==> config.mk <==
export PLATFORM = sky130hd
export DESIGN_NAME = fp_addsub_unit
export DESIGN_NICKNAME = d
export VERILOG_FILES = /design/src/rtl/fp_addsub_unit.sv
export SDC_FILE = /design/constraint.sdc
export NUM_CORES = 1
export LEC_CHECK = 0
export BUFFER_PORTS_ARGS = -buffer_cell sky130_fd_sc_hd__buf_2
export CORE_MARGIN = 1.5
export CORE_UTILIZATION = 64
export CTS_BUF_LIST = sky130_fd_sc_hd__clkbuf_4 sky130_fd_sc_hd__clkbuf_8
export CTS_CLUSTER_SIZE = 20
export DETAILED_ROUTE_END_ITERATION = 10
export PLACE_DENSITY = 0.94
export SLEW_MARGIN = 20
export SYNTH_ARGS = -nofsm -noshare
export SYNTH_HDL_FRONTEND = slang
export SYNTH_SLANG_ARGS = --single-unit
==> constraint.sdc <==
create_clock -name clk -period 7.4 [get_ports clk]
set_input_delay 0.74 -clock clk [delete_from_list [all_inputs] [get_ports clk]]
set_output_delay 0.74 -clock clk [all_outputs]
set_load 0.02 [all_outputs]
==> src/rtl/fp_addsub_unit.sv <==
// Multi-cycle IEEE-754 style adder/subtractor (flush-to-zero, round-to-nearest-even).
// Define FP_ADDSUB_FLAGS_EN to add the registered {invalid, overflow, underflow, inexact} flags port.
module fp_addsub_unit #(
   parameter int EXP_W = 8,
   parameter int MAN_W = 23,
   localparam int W = 1 + EXP_W + MAN_W
) (
   input  logic         clk,
   input  logic         reset_n,
   input  logic         in_valid,
   output logic         in_ready,
   input  logic [W-1:0] a,
   input  logic [W-1:0] b,
   input  logic         op,
   output logic         out_valid,
   input  logic         out_ready,
   output logic [W-1:0] result
`ifdef FP_ADDSUB_FLAGS_EN
   ,
   output logic [3:0]   flags
`endif
);

   localparam int SIG_W = MAN_W + 4;
   localparam int LZW = $clog2(SIG_W + 1);
   localparam int XW = ((EXP_W > LZW) ? EXP_W : LZW) + 2;
   localparam logic signed [XW-1:0] EXP_MAX = {{(XW-EXP_W){1'b0}}, {EXP_W{1'b1}}};
   localparam logic [W-1:0] QNAN = {1'b0, {EXP_W{1'b1}}, 1'b1, {(MAN_W-1){1'b0}}};

   typedef enum logic [2:0] {S_IDLE, S_ALIGN, S_OPERATE, S_NORMALIZE, S_ROUND, S_OUTPUT} state_t;

   function automatic logic [SIG_W-1:0] align_shift(input logic [SIG_W-1:0] v, input logic [EXP_W-1:0] d);
      logic [2*SIG_W-1:0] t;
      if ({{(32-EXP_W){1'b0}}, d} >= 32'(SIG_W - 1))
         return {{(SIG_W-1){1'b0}}, |v};
      t = {v, {SIG_W{1'b0}}} >> d;
      return {t[2*SIG_W-1:SIG_W+1], t[SIG_W] | (|t[SIG_W-1:0])};
   endfunction

   function automatic int lzc(input logic [SIG_W-1:0] v);
      int n;
      n = SIG_W;
      for (int i = 0; i < SIG_W; i++)
         if (v[i]) n = SIG_W - 1 - i;
      return n;
   endfunction

   // Returns {carry, hidden, fraction} after round-to-nearest-even on G/R/S.
   function automatic logic [MAN_W+1:0] round_rne(input logic [SIG_W-1:0] s);
      logic up;
      up = s[2] & (s[1] | s[0] | s[3]);
      return {1'b0, s[SIG_W-1:3]} + {{(MAN_W+1){1'b0}}, up};
   endfunction

   function automatic logic [W-1:0] saturate(input logic s, input logic signed [XW-1:0] e,
                                             input logic [MAN_W-1:0] f);
      if (e[XW-1] || e == '0) return {s, {(W-1){1'b0}}};
      if (e >= EXP_MAX)       return {s, {EXP_W{1'b1}}, {MAN_W{1'b0}}};
      return {s, e[EXP_W-1:0], f};
   endfunction

   state_t state;
   logic [W-1:0]           a_p0, b_p0;
   logic [EXP_W-1:0]       exp_p1;
   logic [SIG_W-1:0]       big_p1, small_p1;
   logic                   sign_p1, sub_p1, spec_p1;
   logic [W-1:0]           spec_res_p1;
   logic [SIG_W:0]         sum_p2;
   logic [SIG_W-1:0]       nsig_p3;
   logic signed [XW-1:0]   nexp_p3;
   logic                   zero_p3;
`ifdef FP_ADDSUB_FLAGS_EN
   logic                   inv_p1;
   logic [3:0]             flags_n;
`endif

   // ALIGN: classify, order by magnitude, shift the smaller significand
   logic [EXP_W-1:0] ea, eb, big_e, small_e;
   logic [MAN_W-1:0] fa, fb;
   logic             a_z, b_z, a_inf, b_inf, a_nan, b_nan, sa, sb, swap, inv_n;
   logic [MAN_W:0]   sig_a, sig_b;
   logic [SIG_W-1:0] big_n, small_n;
   logic [W-1:0]     spec_res_n;

   always_comb begin
      ea = a_p0[W-2:MAN_W];
      eb = b_p0[W-2:MAN_W];
      fa = a_p0[MAN_W-1:0];
      fb = b_p0[MAN_W-1:0];
      sa = a_p0[W-1];
      sb = b_p0[W-1];
      a_z = (ea == '0);
      b_z = (eb == '0);
      a_inf = (&ea) && (fa == '0);
      b_inf = (&eb) && (fb == '0);
      a_nan = (&ea) && (fa != '0);
      b_nan = (&eb) && (fb != '0);
      sig_a = a_z ? '0 : {1'b1, fa};
      sig_b = b_z ? '0 : {1'b1, fb};
      swap = (b_z ? '0 : b_p0[W-2:0]) > (a_z ? '0 : a_p0[W-2:0]);
      big_e = swap ? eb : ea;
      small_e = swap ? ea : eb;
      big_n = {(swap ? sig_b : sig_a), 3'b000};
      small_n = align_shift({(swap ? sig_a : sig_b), 3'b000}, big_e - small_e);
      inv_n = a_nan | b_nan | (a_inf & b_inf & (sa != sb));
      if (inv_n)      spec_res_n = QNAN;
      else if (a_inf) spec_res_n = {sa, {EXP_W{1'b1}}, {MAN_W{1'b0}}};
      else            spec_res_n = {sb, {EXP_W{1'b1}}, {MAN_W{1'b0}}};
   end

   // OPERATE / NORMALIZE
   logic [SIG_W:0]       sum_n;
   logic [SIG_W-1:0]     nsig_n;
   logic signed [XW-1:0] exp_x, nexp_n;
   int                   lz;

   always_comb begin
      sum_n = sub_p1 ? ({1'b0, big_p1} - {1'b0, small_p1}) : ({1'b0, big_p1} + {1'b0, small_p1});
      exp_x = {{(XW-EXP_W){1'b0}}, exp_p1};
      lz = lzc(sum_p2[SIG_W-1:0]);
      if (sum_p2[SIG_W]) begin
         nsig_n = {sum_p2[SIG_W:2], sum_p2[1] | sum_p2[0]};
         nexp_n = exp_x + XW'(1);
      end else begin
         nsig_n = sum_p2[SIG_W-1:0] << lz;
         nexp_n = exp_x - XW'(lz);
      end
   end

   // ROUND: rounding, renormalisation, range handling, specials
   logic [MAN_W+1:0]     rm;
   logic [MAN_W-1:0]     rfrac;
   logic signed [XW-1:0] rexp;
   logic [W-1:0]         res_n;

   always_comb begin
      rm = round_rne(nsig_p3);
      rfrac = rm[MAN_W+1] ? rm[MAN_W:1] : rm[MAN_W-1:0];
      rexp = rm[MAN_W+1] ? nexp_p3 + XW'(1) : nexp_p3;
      if (spec_p1)      res_n = spec_res_p1;
      else if (zero_p3) res_n = {(sub_p1 ? 1'b0 : sign_p1), {(W-1){1'b0}}};
      else              res_n = saturate(sign_p1, rexp, rfrac);
`ifdef FP_ADDSUB_FLAGS_EN
      flags_n = '0;
      if (spec_p1)                        flags_n = {inv_p1, 3'b000};
      else if (zero_p3)                   flags_n = '0;
      else if (rexp[XW-1] || rexp == '0)  flags_n = {2'b00, 1'b1, |nsig_p3[2:0]};
      else if (rexp >= EXP_MAX)           flags_n = 4'b0101;
      else                                flags_n = {3'b000, |nsig_p3[2:0]};
`endif
   end

   always_ff @(posedge clk or negedge reset_n) begin
      if (!reset_n) begin
         state <= S_IDLE;
         in_ready <= 1'b1;
         out_valid <= 1'b0;
         a_p0 <= '0;
         b_p0 <= '0;
         exp_p1 <= '0;
         big_p1 <= '0;
         small_p1 <= '0;
         sign_p1 <= 1'b0;
         sub_p1 <= 1'b0;
         spec_p1 <= 1'b0;
         spec_res_p1 <= '0;
         sum_p2 <= '0;
         nsig_p3 <= '0;
         nexp_p3 <= '0;
         zero_p3 <= 1'b0;
         result <= '0;
`ifdef FP_ADDSUB_FLAGS_EN
         inv_p1 <= 1'b0;
         flags <= '0;
`endif
      end else begin
         case (state)
            S_IDLE: if (in_valid) begin
               a_p0 <= a;
               b_p0 <= {b[W-1] ^ op, b[W-2:0]};
               in_ready <= 1'b0;
               state <= S_ALIGN;
            end
            S_ALIGN: begin
               exp_p1 <= big_e;
               big_p1 <= big_n;
               small_p1 <= small_n;
               sign_p1 <= swap ? sb : sa;
               sub_p1 <= (sa != sb);
               spec_p1 <= inv_n | a_inf | b_inf;
               spec_res_p1 <= spec_res_n;
`ifdef FP_ADDSUB_FLAGS_EN
               inv_p1 <= inv_n;
`endif
               state <= S_OPERATE;
            end
            S_OPERATE: begin
               sum_p2 <= sum_n;
               state <= S_NORMALIZE;
            end
            S_NORMALIZE: begin
               nsig_p3 <= nsig_n;
               nexp_p3 <= nexp_n;
               zero_p3 <= (sum_p2 == '0);
               state <= S_ROUND;
            end
            S_ROUND: begin
               result <= res_n;
`ifdef FP_ADDSUB_FLAGS_EN
               flags <= flags_n;
`endif
               out_valid <= 1'b1;
               state <= S_OUTPUT;
            end
            S_OUTPUT: if (out_ready) begin
               out_valid <= 1'b0;
               in_ready <= 1'b1;
               state <= S_IDLE;
            end
            default: begin
               out_valid <= 1'b0;
               in_ready <= 1'b1;
               state <= S_IDLE;
            end
         endcase
      end
   end

endmodule

==> summary.md, run 1 <==
| Metric | Value |
|---|---|
| Slack of the worst reg-to-reg path | `380 ps` |
| Post-CTS Repair Setup Buffers | `0` |
| Post-place setup slack | `417.8 ps` |
| R2R depth | `25` |
| CP Launch Type | `flop` |
| Net Count, Synth | `2314` |
| H-tree levels | `2` |
| Hold WC Path Type | `in -> async` |
| Adder-Cell Fraction of Synth Area | `0.06792` |
| Register area share after synthesis | `0.3277` |
| TritonCTS clock tree | `yes` |
| Ranking of synthesized cells by area | `dfrtp_1 (33%), nand2_1 (6.8%), ha_1 (6.3%)` |
| Vias | `17227` |
| Max Cap Viol | `0` |
| Register area | `5807 sq um` |
| FMAX | `0.1425 GHz` |
| Vias in the first global route | `16347` |
| Ys async rst share | `1.000` |
| Area added between synthesis and finish | `9.221%` |
| Count of pins over their slew limit | `0` |
| Area share of the largest cell type after synthesis | `0.3262` |
| Remaining antenna violation count after routing | `0` |
| Initial antenna violation count | `0` |
| YS warnings | `0` |
| Least-Margin Pin Slew | `1002 ps` |
| CTS Buf Count | `40` |
| Crit path capture type | `flop` |
| Xor and xnor area share after synthesis | `0.03558` |
| IO Pins | `103` |
| DR vias/cell | `6.641` |
| Avg WL per Cell | `19.89 microns` |
| Period Utilization, post-route | `0.9480` |
| Clock Skews | `41.22 ps` |
| Clock Path Buffers | `3` |
| First-pass GRT wire length | `83500 microns` |
| Die span in x | `169.4 microns` |
| RePlAce Congestion | `0.9856` |
| Vert. Die Dim | `169.4 microns` |
| Final min period | `7015 ps` |
| Share of cells above drive strength 1 | `0.1503` |
| Final wirelength | `51600 microns` |
| CP Class | `reg -> reg` |
| Count of final setup violators | `0` |
| Reg clk slew, reported paths | `60 ps` |
| All-Layer GR Usage | `0.3590` |
| #FFs+latches synth | `232` |
| Dpl cell area | `18490 sq um` |
| Final worst slack | `384.8 ps` |
| DRT Pass-1 Iters | `8` |
| Initial Util | `0.6539` |
| Setup TNS | `0 ps` |
| Hold Vio Cnt, Final | `0` |
| DP HPWL | `37560 microns` |
| Yosys top cell by area | `dfrtp_1` |
| Root Buffer | `clkbuf_8` |
| EDFF count, synth | `0` |
| Distinct cells, synth | `89` |
| N_diodes | `0` |
| Starting DRT DRC Count | `2210` |
| Die Area | `28700 sq um` |
| Multi-input gate area | `11080 sq um` |
| Reg2reg start | `b_p0[24]` |
| Core area | `27100 sq um` |
| Dominant combinational cell family by area after synthesis | `compound AO/OA/AOI/OAI gates` |
| Pin count of the biggest net entering global routing | `108` |
| Row count | `60` |
| Ys flop type | `dfrtp_1` |
| Critical path fanouts, max | `20` |
| Post-synthesis mux area share | `0.1125` |
| DRC Markers | `0` |
| Cell count after synthesis | `2154` |
| CP arrival | `7450 ps` |
| Compound-Gate Fraction of Synth Area | `0.2067` |
| Layout Nets | `2350` |
| Final instance area | `19360 sq um` |
| Fillers | `2035` |
| Status | `completed` |
| RSZ-0062 raised after global routing | `false` |
| Simple-gate area share of the yosys netlist | `0.1994` |
| Overall overflow remaining after global route | `0` |
| Rel. slew slack | `0.3318` |
| WP data required | `7830 ps` |
| IO buf count | `102` |
| Worst skew pair latency | `570 ps` |
| Synth Cell Area | `17720 sq um` |
| Worst reg2reg path endpoint | `small_p1[23]` |
| Post-synthesis average cell area | `8.227 sq um` |
| Sinks on Clock Net | `232` |
-- state kept, by name (all words and copies together) (netlist names), 3 cells and up --
name	cells
big_p1	24
small_p1	27
nsig_p3	27
nexp_p3	10
a_p0	32
spec_res_p1	3
b_p0	32
sum_p2	28
exp_p1	8
result	32
state	3
-- critical path, cell delays in order, from the launching register on --
cell       delay [ps]
dfrtp_1           490
nor4_1            420
nand2_2           290
and2_1            290
ha_1              330
nand4_1           210
nor4_1            580
o311ai_1          240
o221ai_2          160
o21a_4            300
nor2_1             70
a22oi_1           200
ha_1              220
nor2_1             70
maj3_1            360
maj3_1            360
mux2i_1           370
a2111oi_0         140
nor4_1            380
xor2_1            160
nor2_1            260
o311ai_1          220
nor3_2            140
buf_4             180
nand2_1           110
o32ai_1           310
-- layout by cell type, fill, tap and decap left out, types with 36 or more instances in the layout --
cell type,count
ha_1,89
mux2_2,71
nand2_1,321
inv_1,84
mux2i_1,81
xnor2_1,43
a31oi_1,36
clkbuf_8,50
nor2_1,172
a21oi_1,178
dfrtp_1,231
nand3_1,63
buf_2,101
o21ai_0,150
-- final cells by class --
| type | count | area share |
|---|---|---|
| clock buffers | 64 | 0.04098 |
| well taps | 372 | 0.02405 |
| repair buffers | 137 | 0.04176 |
| inverters | 88 | 0.01707 |
| clock inverters | 10 | 0.003491 |
| multi-input cells | 1691 | 0.5727 |
| flip-flops and latches | 232 | 0.3000 |
-- synth_stat cells, types with 21 or more instances --
cell,number
nand2_1,322
dfrtp_1,231
a21oi_1,178
nor2_1,173
o21ai_0,150
clkbuf_1,110
ha_1,89
inv_1,84
mux2i_1,81
mux2_2,71
nand3_1,63
xnor2_1,44
a31oi_1,36
nor3_1,36
and2_1,32
nand4_1,28
xor2_1,28
nor4_1,22
buf_1,21
o31ai_1,21
-- cell families (layout without fill, tap and decap cells) --
group                      count (synthesis)  count (layout)
AOI/OAI and AO/OA                        585             585
xor gates and xnor gates                  72              72
adders and majority gates                 96              96
buffers and inverters                    231             299
DFF                                      232             232
muxes                                    169             169
and+or+nand+nor                          769             769
-- stage by stage --
| stage | utilization | instances | hold slack (ps) |
|---|---|---|---|
| after floorplan | - | 2154 | 434.6 |
| after global placement | 0.6821 | 2520 | 450.4 |
| after detailed placement | 0.6821 | 2520 | 455.4 |
| after CTS | 0.7139 | 2594 | 259.4 |
| after global routing | 0.7142 | 2594 | 302.4 |
| final | 0.7142 | 2594 | 223.1 |
-- metal layers --
metal,GRT usage,vias to the layer above,wire (microns)
met2,0.6046,1036,24440
met1,0.4627,8169,20500
met5,0,-,0
met3,0.05620,188,4525
li1,-,7834,-
met4,0.1477,0,2136
-- worst max path at each step --
stage                               to  startpoint  slack, ps
after global routing      small_p1[23]    b_p0[27]         60
after floorplan            small_p1[0]    b_p0[25]        630
after CTS                 small_p1[23]    b_p0[24]        350
after global placement    small_p1[23]    b_p0[28]        650
final                     small_p1[23]    b_p0[24]        380
after detailed placement  small_p1[23]    b_p0[28]        420
-- what timing repair did --
action	in CTS	in global routing
resized for setup	0	2
setup endpoints to repair	0	1
hold buffers	0	0
Power of run 1 is not shown: default switching activity piles up to over one toggle a cycle in this logic, so the estimate is an artifact.
==> run 2: changes to the inputs <==
==> constraint.sdc (replaced) <==
create_clock -name clk -period 7.4 [get_ports clk]
set_input_delay 0 -clock clk [delete_from_list [all_inputs] [get_ports clk]]
set_output_delay 0 -clock clk [all_outputs]
set_load 0.02 [all_outputs]
==> run 2 against run 1 <==
Net effect:
- first-iteration DRC count grew 3.2%
- non-clock buffer count grew 69
- wire length grew 5.5%
- global-route usage grew 2.0 points
- die area unchanged
- register-to-register slack better by 110 ps
- critical path depth did not move
- fmax increased by 1.7%
- sequential cell count unchanged
- via count increased by 3.1%
- cell area grew 3.2%
- final cell count is 2.4% higher
- highest routed layer unchanged
==> summary.md, run 2 (synthesized netlist as in run 1, its figures left out) <==
| Metric | Value |
|---|---|
| RePlAce Congestion | `0.9858 (about the same)` |
| Fillers | `1895 (-6.9%)` |
| Status | `completed` |
| Starting DRT DRC Count | `2280 (+3.2%)` |
| All-Layer GR Usage | `0.3793 (+0.02027)` |
| Layout Nets | `2420 (+3.0%)` |
| Hold Vio Cnt, Final | `0 (unchanged)` |
| Final min period | `6901 ps (-114.0 ps)` |
| Hold WC Path Type | `in -> async` |
| Initial Util | `0.6539 (unchanged)` |
| Rel. slew slack | `0.3003 (-0.03148)` |
| CP Class | `reg -> reg` |
| CP Launch Type | `flop` |
| Worst skew pair latency | `560 ps (about the same)` |
| Critical path fanouts, max | `20 (unchanged)` |
| N_diodes | `0 (unchanged)` |
| Setup TNS | `0 ps (unchanged)` |
| Largest regs | `a_p0 (32), b_p0 (32), result (32)` |
| CTS Buf Count | `41 (+2.5%)` |
| DRT Pass-1 Iters | `6 (-2)` |
| Clock Skews | `18.73 ps (-22.49 ps)` |
| Share of cells above drive strength 1 | `0.1432 (-0.007082)` |
| Die Area | `28700 sq um (unchanged)` |
| Row count | `60 (unchanged)` |
| Remaining antenna violation count after routing | `0 (unchanged)` |
| CP arrival | `7330 ps (-120 ps)` |
| TritonCTS clock tree | `yes` |
| H-tree levels | `2 (unchanged)` |
| Clock Path Buffers | `3 (unchanged)` |
| Count of final setup violators | `0 (unchanged)` |
| Root Buffer | `clkbuf_8` |
| WP data required | `7820 ps (about the same)` |
| Avg WL per Cell | `20.50 microns (+3.0%)` |
| Final wirelength | `54420 microns (+5.5%)` |
| Max Cap Viol | `0 (unchanged)` |
| Die span in x | `169.4 microns (unchanged)` |
| Reg clk slew, reported paths | `60 ps (about the same)` |
| Most frequent cells in the layout | `nand2_1 (321), dfrtp_1 (231), a21oi_1 (178)` |
| Period Utilization, post-route | `0.9326 (-0.01541)` |
| Initial antenna violation count | `0 (unchanged)` |
| Most common cell after layout, fill and taps aside | `nand2_1` |
| Vias in the first global route | `17186 (+5.1%)` |
| Count of pins over their slew limit | `0 (unchanged)` |
| FMAX | `0.1449 GHz (+1.7%)` |
| Vert. Die Dim | `169.4 microns (unchanged)` |
| DP HPWL | `37270 microns (-0.78%)` |
| First-pass GRT wire length | `87880 microns (+5.2%)` |
| Crit path capture type | `flop` |
| Core area | `27100 sq um (unchanged)` |
| IO Pins | `103 (unchanged)` |
| Vias | `17758 (+3.1%)` |
| DR vias/cell | `6.689 (+0.71%)` |
| Least-Margin Pin Slew | `1050 ps (+47.22 ps)` |
| Sinks on Clock Net | `232 (unchanged)` |
| IO buf count | `102 (unchanged)` |
| DRC Markers | `0 (unchanged)` |
| Area added between synthesis and finish | `12.76%` |
| Overall overflow remaining after global route | `0 (unchanged)` |
| RSZ-0062 raised after global routing | `false` |
| Pin count of the biggest net entering global routing | `116 (+7.4%)` |
run 2: cell types whose count changed in the layout (fill, tap and decap cells not counted), moves of 2 or more:
cell / delta
dlygate4sd3_1: +69
clkbuf_8: -2
clkinvlp_4: +2
clkinv_2: -5
run 2: final timing paths:
kind                            startpoint           end  slack [ps]  cells past startpoint
min in group clk                     a[29]      a_p0[29]         200                      4
worst max register to register    b_p0[24]  small_p1[23]         500                     25
max in group asynchronous          reset_n      b_p0[20]        5850                      3
worst min register to register  result[19]    result[19]         470                      2
worst max-delay path              b_p0[24]  small_p1[23]         500                     25
worst min-delay path               reset_n    result[21]          90                      2
run 2: area by class of cell:
type / instances / area, sq um / share of cell area
timing repair buffer: 206 / 1499 / 0.07501
clock buffer: 61 / 758.2 / 0.03794
inverter: 88 / 330.3 / 0.01653
tap: 372 / 465.4 / 0.02329
clock inverter: 5 / 32.53 / 0.001628
sequential: 232 / 5807 / 0.2906
multi-input combinational: 1691 / 11090 / 0.5550
run 2: metrics by stage:
step	setup slack [ps]	std cells	cell area, sq um	hold WS, ps	utilization
2_1_floorplan	633.1	2154	17720	-295.6	-
3_3_place_gp	645.2	2520	18490	130.9	0.6821
3_5_place_dp	402.9	2520	18490	143.6	0.6821
4_1_cts	307.1	2655	19970	155.5	0.7368
5_1_grt	71.14	2655	19980	197.6	0.7374
6_report	498.8	2655	19980	90.83	0.7374
run 2: critical path: stages, from the launching register on:
cell       delay, ps
dfrtp_1          500
nor4_1           440
nand2_2          280
and2_1           280
ha_1             320
nand4_1          230
nor4_2           440
o311ai_1         200
o221ai_2         140
o21a_4           300
nor2_1            70
a22oi_1          200
ha_1             220
nor2_1            60
maj3_1           360
maj3_1           360
mux2i_1          380
a2111oi_0        140
nor4_1           380
xor2_1           160
nor2_1           270
o311ai_1         230
nor3_2           140
buf_4            180
nand2_1           90
o32ai_1          380
run 2: timing repair:
item,CTS,global route
hold buffers,69,0
setup endpoints to repair,0,17
buffers inserted,0,0
endpoints found under the hold margin,180,0
gates resized for setup,0,3
run 2: per-layer routing:
metal / GRT usage / vias to the layer above / routed length (microns)
li1: - / 7957 / -
met1: 0.4835 / 8366 / 20760
met2: 0.6228 / 1194 / 25640
met3: 0.07276 / 241 / 5396
met4: 0.1816 / 0 / 2614
met5: 0 / - / 0
Power of run 2 is left out for the same reason.
